## config.mk

```make
export PLATFORM = sky130hd
export DESIGN_NAME = hv_adc_capture
export DESIGN_NICKNAME = d
export VERILOG_FILES = /design/src/rtl/hv_adc_pkg.sv /design/src/rtl/hv_sync_cell.sv /design/src/rtl/hv_adc_capture.sv
export SDC_FILE = /design/constraint.sdc
export NUM_CORES = 1
export LEC_CHECK = 0
export CORE_MARGIN = 3
export CORE_UTILIZATION = 30
export CTS_CLUSTER_DIAMETER = 100
export DETAILED_ROUTE_END_ITERATION = 8
export SLEW_MARGIN = 20
export SYNTH_ARGS = -nofsm -noshare
export SYNTH_HDL_FRONTEND = slang
export SYNTH_SLANG_ARGS = --single-unit
```

## constraint.sdc

```tcl
create_clock -name i_clk -period 2.32 [get_ports i_clk]
set_clock_uncertainty 0.1 [all_clocks]
set_input_delay 0.232 -clock i_clk [delete_from_list [all_inputs] [get_ports i_clk]]
set_output_delay 0.232 -clock i_clk [all_outputs]
set_load 0.005 [all_outputs]
```

## src/rtl/hv_adc_pkg.sv

```systemverilog
// ============================================================================
// Module      : hv_adc_pkg
// Description : Shared types and constants for the HV ADC capture stage.
// Revision    : 1.0 - initial release
// ============================================================================
`default_nettype none

package hv_adc_pkg;

    localparam int HV_ADC_DW        = 10;
    localparam int HV_ADC_TO_CYCLES = 4096;

    typedef enum logic [1:0] {
        IDLE = 2'd0,
        WAIT = 2'd1,
        CAPT = 2'd2,
        EMIT = 2'd3
    } hv_adc_st_e;

endpackage

`default_nettype wire

```

## src/rtl/hv_sync_cell.sv

```systemverilog
// ============================================================================
// Module      : hv_sync_cell
// Description : Parameterized-depth single-bit synchronizer, resets to 0.
// Revision    : 1.0 - initial release
// ============================================================================
`default_nettype none

module hv_sync_cell #(
    parameter int STAGES = 2
) (
    input  logic i_clk,
    input  logic i_rst_n,
    input  logic i_d,
    output logic o_q
);

    if (STAGES < 2) begin : g_bad_stages
        $error("hv_sync_cell: STAGES must be at least 2");
    end

    logic [STAGES-1:0] r_sync;

    always_ff @(posedge i_clk or negedge i_rst_n) begin
        if (!i_rst_n) begin
            r_sync <= '0;
        end else begin
            r_sync <= {r_sync[STAGES-2:0], i_d};
        end
    end

    assign o_q = r_sync[STAGES-1];

endmodule

`default_nettype wire

```

## src/rtl/hv_adc_capture.sv

```systemverilog
// ============================================================================
// Module      : hv_adc_capture
// Description : Syncs an async ADC ready strobe, averages 2^AVG_LOG2 samples
//               (when HV_ADC_AVG_EN is defined) and emits a one-cycle pulse.
// Revision    : 1.0 - initial release
// ============================================================================
`default_nettype none

module hv_adc_capture
    import hv_adc_pkg::*;
#(
    parameter int DW          = HV_ADC_DW,
    parameter int SYNC_STAGES = 2,
    parameter int AVG_LOG2    = 2,
    parameter int TO_CYCLES   = HV_ADC_TO_CYCLES
) (
    input  logic          i_clk,
    input  logic          i_rst_n,
    input  logic          i_adc_en,
    input  logic          i_adc_ready,
    input  logic [DW-1:0] i_adc_data,
    input  logic          i_timeout_clr,
    output logic [DW-1:0] o_adc_data,
    output logic          o_adc_ready,
    output logic          o_adc_timeout
);

    if (AVG_LOG2 < 0 || AVG_LOG2 > 4) begin : g_bad_avg
        $error("hv_adc_capture: AVG_LOG2 must be within 0..4");
    end
    if (TO_CYCLES < 2) begin : g_bad_to
        $error("hv_adc_capture: TO_CYCLES must be at least 2");
    end

    localparam int              c_to_w    = $clog2(TO_CYCLES);
    localparam logic [c_to_w-1:0] c_to_last = c_to_w'(TO_CYCLES - 1);

    hv_adc_st_e        r_state;
    logic              w_sync;
    logic              r_sync_d;
    logic              r_rise_q;
    logic              w_rise;
    logic              w_take;
    logic [DW-1:0]     r_data;
    logic [c_to_w-1:0] r_to_cnt;
    logic              w_win_done;
    logic [DW-1:0]     w_avg;

    hv_sync_cell #(
        .STAGES (SYNC_STAGES)
    ) u_sync_ready (
        .i_clk   (i_clk),
        .i_rst_n (i_rst_n),
        .i_d     (i_adc_ready),
        .o_q     (w_sync)
    );

    // The delayed copy lets an edge that lands during EMIT be taken in WAIT.
    assign w_rise = w_sync & ~r_sync_d;
    assign w_take = w_rise | r_rise_q;

`ifdef HV_ADC_AVG_EN
    localparam int                  c_avg_log2 = AVG_LOG2;
    localparam logic [c_avg_log2:0] c_cnt_one  = (c_avg_log2 + 1)'(1);
    localparam logic [c_avg_log2:0] c_win      = (c_avg_log2 + 1)'(1 << c_avg_log2);

    logic [DW+c_avg_log2-1:0] r_acc;
    logic [c_avg_log2:0]      r_cnt;
    logic [c_avg_log2:0]      w_cnt_nxt;

    assign w_cnt_nxt  = r_cnt + c_cnt_one;
    assign w_win_done = (w_cnt_nxt == c_win);
    assign w_avg      = r_acc[DW+c_avg_log2-1:c_avg_log2];

    always_ff @(posedge i_clk or negedge i_rst_n) begin
        if (!i_rst_n) begin
            r_acc <= '0;
            r_cnt <= '0;
        end else if (!i_adc_en) begin
            r_acc <= '0;
            r_cnt <= '0;
        end else if (r_state == CAPT) begin
            r_acc <= r_acc + (DW + c_avg_log2)'(r_data);
            r_cnt <= w_cnt_nxt;
        end else if (r_state == EMIT) begin
            r_acc <= '0;
            r_cnt <= '0;
        end
    end
`else
    assign w_win_done = 1'b1;
    assign w_avg      = r_data;
`endif

    always_ff @(posedge i_clk or negedge i_rst_n) begin
        if (!i_rst_n) begin
            r_state       <= IDLE;
            r_sync_d      <= 1'b0;
            r_rise_q      <= 1'b0;
            r_data        <= '0;
            r_to_cnt      <= '0;
            o_adc_data    <= '0;
            o_adc_ready   <= 1'b0;
            o_adc_timeout <= 1'b0;
        end else begin
            r_sync_d    <= w_sync;
            r_rise_q    <= w_rise;
            o_adc_ready <= 1'b0;
            if (i_timeout_clr) begin
                o_adc_timeout <= 1'b0;
            end
            if (!i_adc_en) begin
                r_state  <= IDLE;
                r_to_cnt <= '0;
            end else begin
                case (r_state)
                    IDLE: begin
                        r_to_cnt <= '0;
                        r_state  <= WAIT;
                    end
                    WAIT: begin
                        if (w_take) begin
                            r_data   <= i_adc_data;
                            r_to_cnt <= '0;
                            r_state  <= CAPT;
                        end else if (r_to_cnt == c_to_last) begin
                            // Assigned after the clear so a coincident expiry wins.
                            r_to_cnt      <= '0;
                            o_adc_timeout <= 1'b1;
                        end else begin
                            r_to_cnt <= r_to_cnt + 1'b1;
                        end
                    end
                    CAPT: begin
                        r_state <= w_win_done ? EMIT : WAIT;
                    end
                    EMIT: begin
                        o_adc_data  <= w_avg;
                        o_adc_ready <= 1'b1;
                        r_state     <= WAIT;
                    end
                    default: begin
                        r_state <= IDLE;
                    end
                endcase
            end
        end
    end

endmodule

`default_nettype wire

```

Word level (Yosys, flattened, before mapping)
Cells that the tools add are included.
{"block": "word_totals", "ff_bits": 40, "latch_bits": 0, "mem_bits_rw": 0, "mem_bits_ro": 0, "inputBits": 15, "output_inout_bits": 12, "wordCells": 37, "mem_count": 0}
{"block": "classes", "addsub": 1, "multipliers": 0, "div": 0, "n_lt_le_gt_ge": 0, "eq_ne": 6, "shifts": 0, "n_mux": 14, "bitwise_logic": 3, "n_reduce_logical": 4}
{"op": "12-bit two-way mux", "n": 3}
{"op": "12-bit case mux with 2 select lines", "n": 1}
{"op": "12-bit by 1-bit adder with 12-bit output (second input constant)", "n": 1}
{"op": "12-bit == test (second input constant)", "n": 1}
{"op": "1-bit two-way mux", "n": 7}
{"op": "2-bit case mux with 3 select lines", "n": 1}
{"op": "2-bit == test (second input constant)", "n": 2}
{"op": "2-bit two-way mux", "n": 2}
{"op": "3-bit by 1-bit inequality test with 1-bit output (second input constant)", "n": 1}
{"op": "3-bit inequality test (second input constant)", "n": 1}
{"op": "3-bit AND reduction", "n": 1}
{"op": "2-bit by 1-bit == test with 1-bit output (second input constant)", "n": 1}
{"op": "2-bit logical NOT", "n": 1}
{"op": "2-bit AND reduction", "n": 1}
{"op": "2-bit OR reduction", "n": 1}
{"op": "1-bit bitwise AND", "n": 1}
{"op": "1-bit NOT", "n": 1}
{"op": "1-bit OR", "n": 1}

Logic depth before layout (Yosys ltp)
{"block": "logic_depth", "ltp_word": 6, "mapped_depth": 8, "ltp_nobuf": 6}

Cells and area by module
From an unflattened synthesis, not the netlist that was laid out.
{"block": "hier_totals", "cells_unflattened": 142, "area_unflattened_um2": 1751.7}
{"module": "hv_adc_capture", "n_inst": 1, "cells_each": 140, "area_per_inst_um2": 1701.6, "seq_area_each_um2": 950.9}
{"module": "hv_sync_cell", "n_inst": 1, "cells_each": 2, "area_per_inst_um2": 50.0, "seq_area_each_um2": 50.0}

Worst setup path after synthesis
No wires, ideal clock.
{"block": "synth_timing", "kind": "reg2reg", "from": "register r_state[1]", "to": "register r_to_cnt[11]", "setup_time_ns": 0.104, "arrival_time_ns": 1.705, "required_ns": 2.116, "setup_slack_ns": 0.411, "path_stages_with_launch": 8, "path_buffers": 1, "synth_period_minus_slack_ns": 1.909, "path_cell_list": "dfrtp_1 inv_1 ha_1 nand2_2 or3_1 buf_2 or4_1 o311ai_1"}
{"block": "synth_between", "elab_chain_cells": 3, "word_cells_on_any_way": 5, "classes_between": "2 x eq/ne; 2 x mux; 1 x reduce/logical"}
{"element": "start, declared", "line_no": "hv_adc_capture.sv:38", "rtl": "hv_adc_st_e r_state;"}
{"element": "start signal, assigned", "line_no": "hv_adc_capture.sv:135", "rtl": "r_state <= w_win_done ? EMIT : WAIT;"}
{"element": "2-bit by 1-bit == test with 1-bit output or 2-bit logical NOT (tied branches)", "line_no": "hv_adc_capture.sv:116", "rtl": "case (r_state)"}
{"element": "12-bit case mux with 2 select lines", "line_no": "hv_adc_capture.sv:116"}
{"element": "12-bit two-way mux", "line_no": "hv_adc_capture.sv:112", "rtl": "if (!i_adc_en) begin"}
{"element": "end signal, assigned", "line_no": "hv_adc_capture.sv:131", "rtl": "r_to_cnt <= r_to_cnt + 1'b1;"}
{"element": "end, declared", "line_no": "hv_adc_capture.sv:45", "rtl": "logic [c_to_w-1:0] r_to_cnt;"}
Several ways; a longest one is shown, not always the timed one.
A chain may end at the register's enable or synchronous reset.

Final worst setup path
Same ends and word-level chain as after synthesis.

==> metrics.txt <==
fin nets=just under 200; Seq/Total Area, Yosys=0.579; RSZ-0062 raised after global routing=no; Worst EP required=~2.4 ns; drt drc=0; chip width=~80 µm; M1 GR Usage=0.153; 1st-iter DRT viols=66; htree depth=2; total congestion overflow=0; vias in the first global route=approximately 1,300; CP Launch Point=r_state[1]$_DFFE_PN0P_; core box area=~5500 µm²; Mapped Cells=~140; kind of critical path=reg2reg; r2r setup slk=approximately 0.32 ns; Async SR Flop Fraction=1.00; # IOs=27; Root Buffer=clkbuf_8; setup violators final=0; GRT Util Overall=0.116; Rel. slew slack=0.403; commonest non-fill, non-tap cell in the layout=dfrtp_1; dpl ws=0.193 ns; hpwl dp=approximately 2.4 mm; Antenna Cells=0; gr busiest metal=met2; status=complete, no violations; layout cells sized above 1=0.217; fill count=approximately 560; max-cap violation count=0; Skew-Pair Late Insertion Delay=around 0.29 ns; Net Count, Synth=roughly 160; mean number of vias per cell=4.83; Hold Path Class=reg2reg; worst r2r path cells=6; maximum VDD drop=~0.50 mV; port bufs=26; worst endpoint data arrival time=between 2 and 2.5 ns; Bufs on Longest Clock Path=2; fin crit share=0.860; kind of end point of the critical path=flip-flop; CTS tree=done; final std cells w/o fill=between 200 and 300; max-slew violations=0; starting density of the core=0.312; vias after detailed routing=1,217; Lkg Pwr=0.946 nW; Sink Count=40; Die Y=about 82 µm; # rows=27; CTS buffer count=5; worst setup path endpoint=r_to_cnt[11]$_DFFE_PN0P_; r2r endpoint=r_to_cnt[11]$_DFFE_PN0P_; most frequent cells in the layout=dfrtp_1 (40), clkdlybuf4s50_1 (25), mux2_2 (20), nand2_1 (9), o21ai_0 (9); placed insts=243; final setup margin=between 0.3 and 0.4 ns; crit-path max FO=6; Post-CTS Setup Bufs=0; Post-CTS Hold Buffers=1; post-synthesis average cell area=about 12 µm²; largest net degree at the start of global routing=41; global-route wire length before repair=approximately 5.9 mm; Avg WL per Cell=between 10 and 15 µm; DR pass1 iterations=4; Ys Warns=0; post-synth cell types=34; Sum Neg Setup Slack=0 ns; clock transition at the registers of the reported paths=approximately 0.080 ns; Final min period=~2.0 ns; RePlAce Congestion=between 0.7 and 0.8; met3 Track Usage GR=0.0450; Max Clock Freq=~500 MHz; Util after Layout=0.398; worst reg2reg startpoint=r_state[1]$_DFFE_PN0P_; Worst-Margin Slew=between 0.8 and 0.9 ns; Post-synth EDFFs=0; die area=~6700 µm²; Mapped Area=between 1500 and 2000 µm²; Post-DRT Antenna Nets=0; P&R area growth vs syn=27.6%; Main synth FF type=dfrtp_1; initial antenna violation count=0; detailed-route wire length=between 3 and 4 mm; Yosys reg bits=40; element type at the critical path start=flip-flop; PD cells=898 nW/µm²; met2 GRT Util=0.177; post_cts resized=0; hold violation count in the final report=0
-- flip-flops by register name, indices dropped and copies added, names as in the netlist --
| name | flops |
|---|---|
| r_data | 10 |
| u_sync_ready.r_sync | 2 |
| r_state | 2 |
| o_adc_data | 10 |
| o_adc_timeout | 1 |
| r_to_cnt | 12 |
| r_sync_d | 1 |
| r_rise_q | 1 |
| o_adc_ready | 1 |
-- cell usage after synthesis, types with 2 or more instances --
| master | number | area (µm²) |
|---|---|---|
| clkbuf_1 | 4 | 15.0 |
| nor3_1 | 6 | 30.0 |
| o21ai_0 | 9 | 45.0 |
| inv_1 | 8 | 30.0 |
| ha_1 | 4 | 50.1 |
| xor2_1 | 2 | 17.5 |
| nor3b_1 | 2 | 15.0 |
| nand2_1 | 9 | 33.8 |
| mux2_2 | 20 | 225 |
| dfrtp_1 | 40 | 1000 |
| nand4_1 | 4 | 25.0 |
| a21oi_1 | 3 | 15.0 |
| o311ai_0 | 2 | 17.5 |
| and3_1 | 3 | 18.8 |
| nor2_1 | 3 | 11.3 |
| nand3_1 | 5 | 25.0 |
| nor4_1 | 2 | 12.5 |
| o21a_1 | 2 | 15.0 |
-- worst max-delay path, stage by stage (launching register included) --
cell and delay (ns):
dfrtp_1 0.39, inv_1 0.09, ha_1 0.22, nand2_2 0.08, or3_1 0.41, or4_1 0.53, o311ai_1 0.08
-- worst min-delay path by stage --
| stage | to | startpoint | cells after the start |
|---|---|---|---|
| after floorplan | o_adc_data[0]$_DFFE_PN0P_ | i_rst_n | 0 |
| after global placement | u_sync_ready.r_sync[1]$_DFF_PN0_ | u_sync_ready.r_sync[0]$_DFF_PN0_ | 0 |
| after detailed placement | u_sync_ready.r_sync[1]$_DFF_PN0_ | u_sync_ready.r_sync[0]$_DFF_PN0_ | 0 |
| after CTS | u_sync_ready.r_sync[0]$_DFF_PN0_ | i_adc_ready | 1 |
| after global routing | u_sync_ready.r_sync[0]$_DFF_PN0_ | i_adc_ready | 1 |
| final | u_sync_ready.r_sync[1]$_DFF_PN0_ | u_sync_ready.r_sync[0]$_DFF_PN0_ | 0 |
-- through the flow --
stage / instance area (µm²) / power, mW / hold WS (ns)
2_1_floorplan: 1730 / 1.22 / -0.164
3_3_place_gp: 2100 / 1.50 / 0.240
3_5_place_dp: 2100 / 1.52 / 0.253
4_1_cts: 2210 / 2.02 / 0.263
5_1_grt: 2210 / 2.12 / 0.256
6_report: 2210 / 1.98 / 0.271
-- kinds of logic (layout without fill, tap and decap cells) --
family / count (synthesis) / after routing / synth area share
compound gates: 25 / 25 / 0.0955
xor+xnor: 2 / 2 / 0.0101
fa+ha+maj: 4 / 4 / 0.0289
buf+inv: 13 / 49 / 0.0289
flops: 40 / 40 / 0.579
mux: 20 / 20 / 0.130
simple gates: 40 / 40 / 0.127
-- layer usage --
metal | wire length, µm | share of wire
met5 | 0 | 0
met4 | 29 | 0.0085
met3 | 214 | 0.063
met2 | 1570 | 0.46
met1 | 1580 | 0.47
-- where the power goes --
group | switching (mW) | internal (mW) | total, mW
clock network | 0.246 | 0.241 | 0.487
registers | 0.0958 | 0.885 | 0.981
logic | 0.175 | 0.339 | 0.514
-- area by class of cell --
type                       instances  area [µm²]  share of cell area
sequential                        40        1000               0.454
multi-input combinational         91         678               0.307
timing repair buffer              33         310               0.141
tap                               72        90.1              0.0408
clock buffer                       6        82.6              0.0374
inverter                           8        30.0              0.0136
clock inverter                     2        15.0             0.00680
No activity file was read; power rests on OpenSTA's default activity.
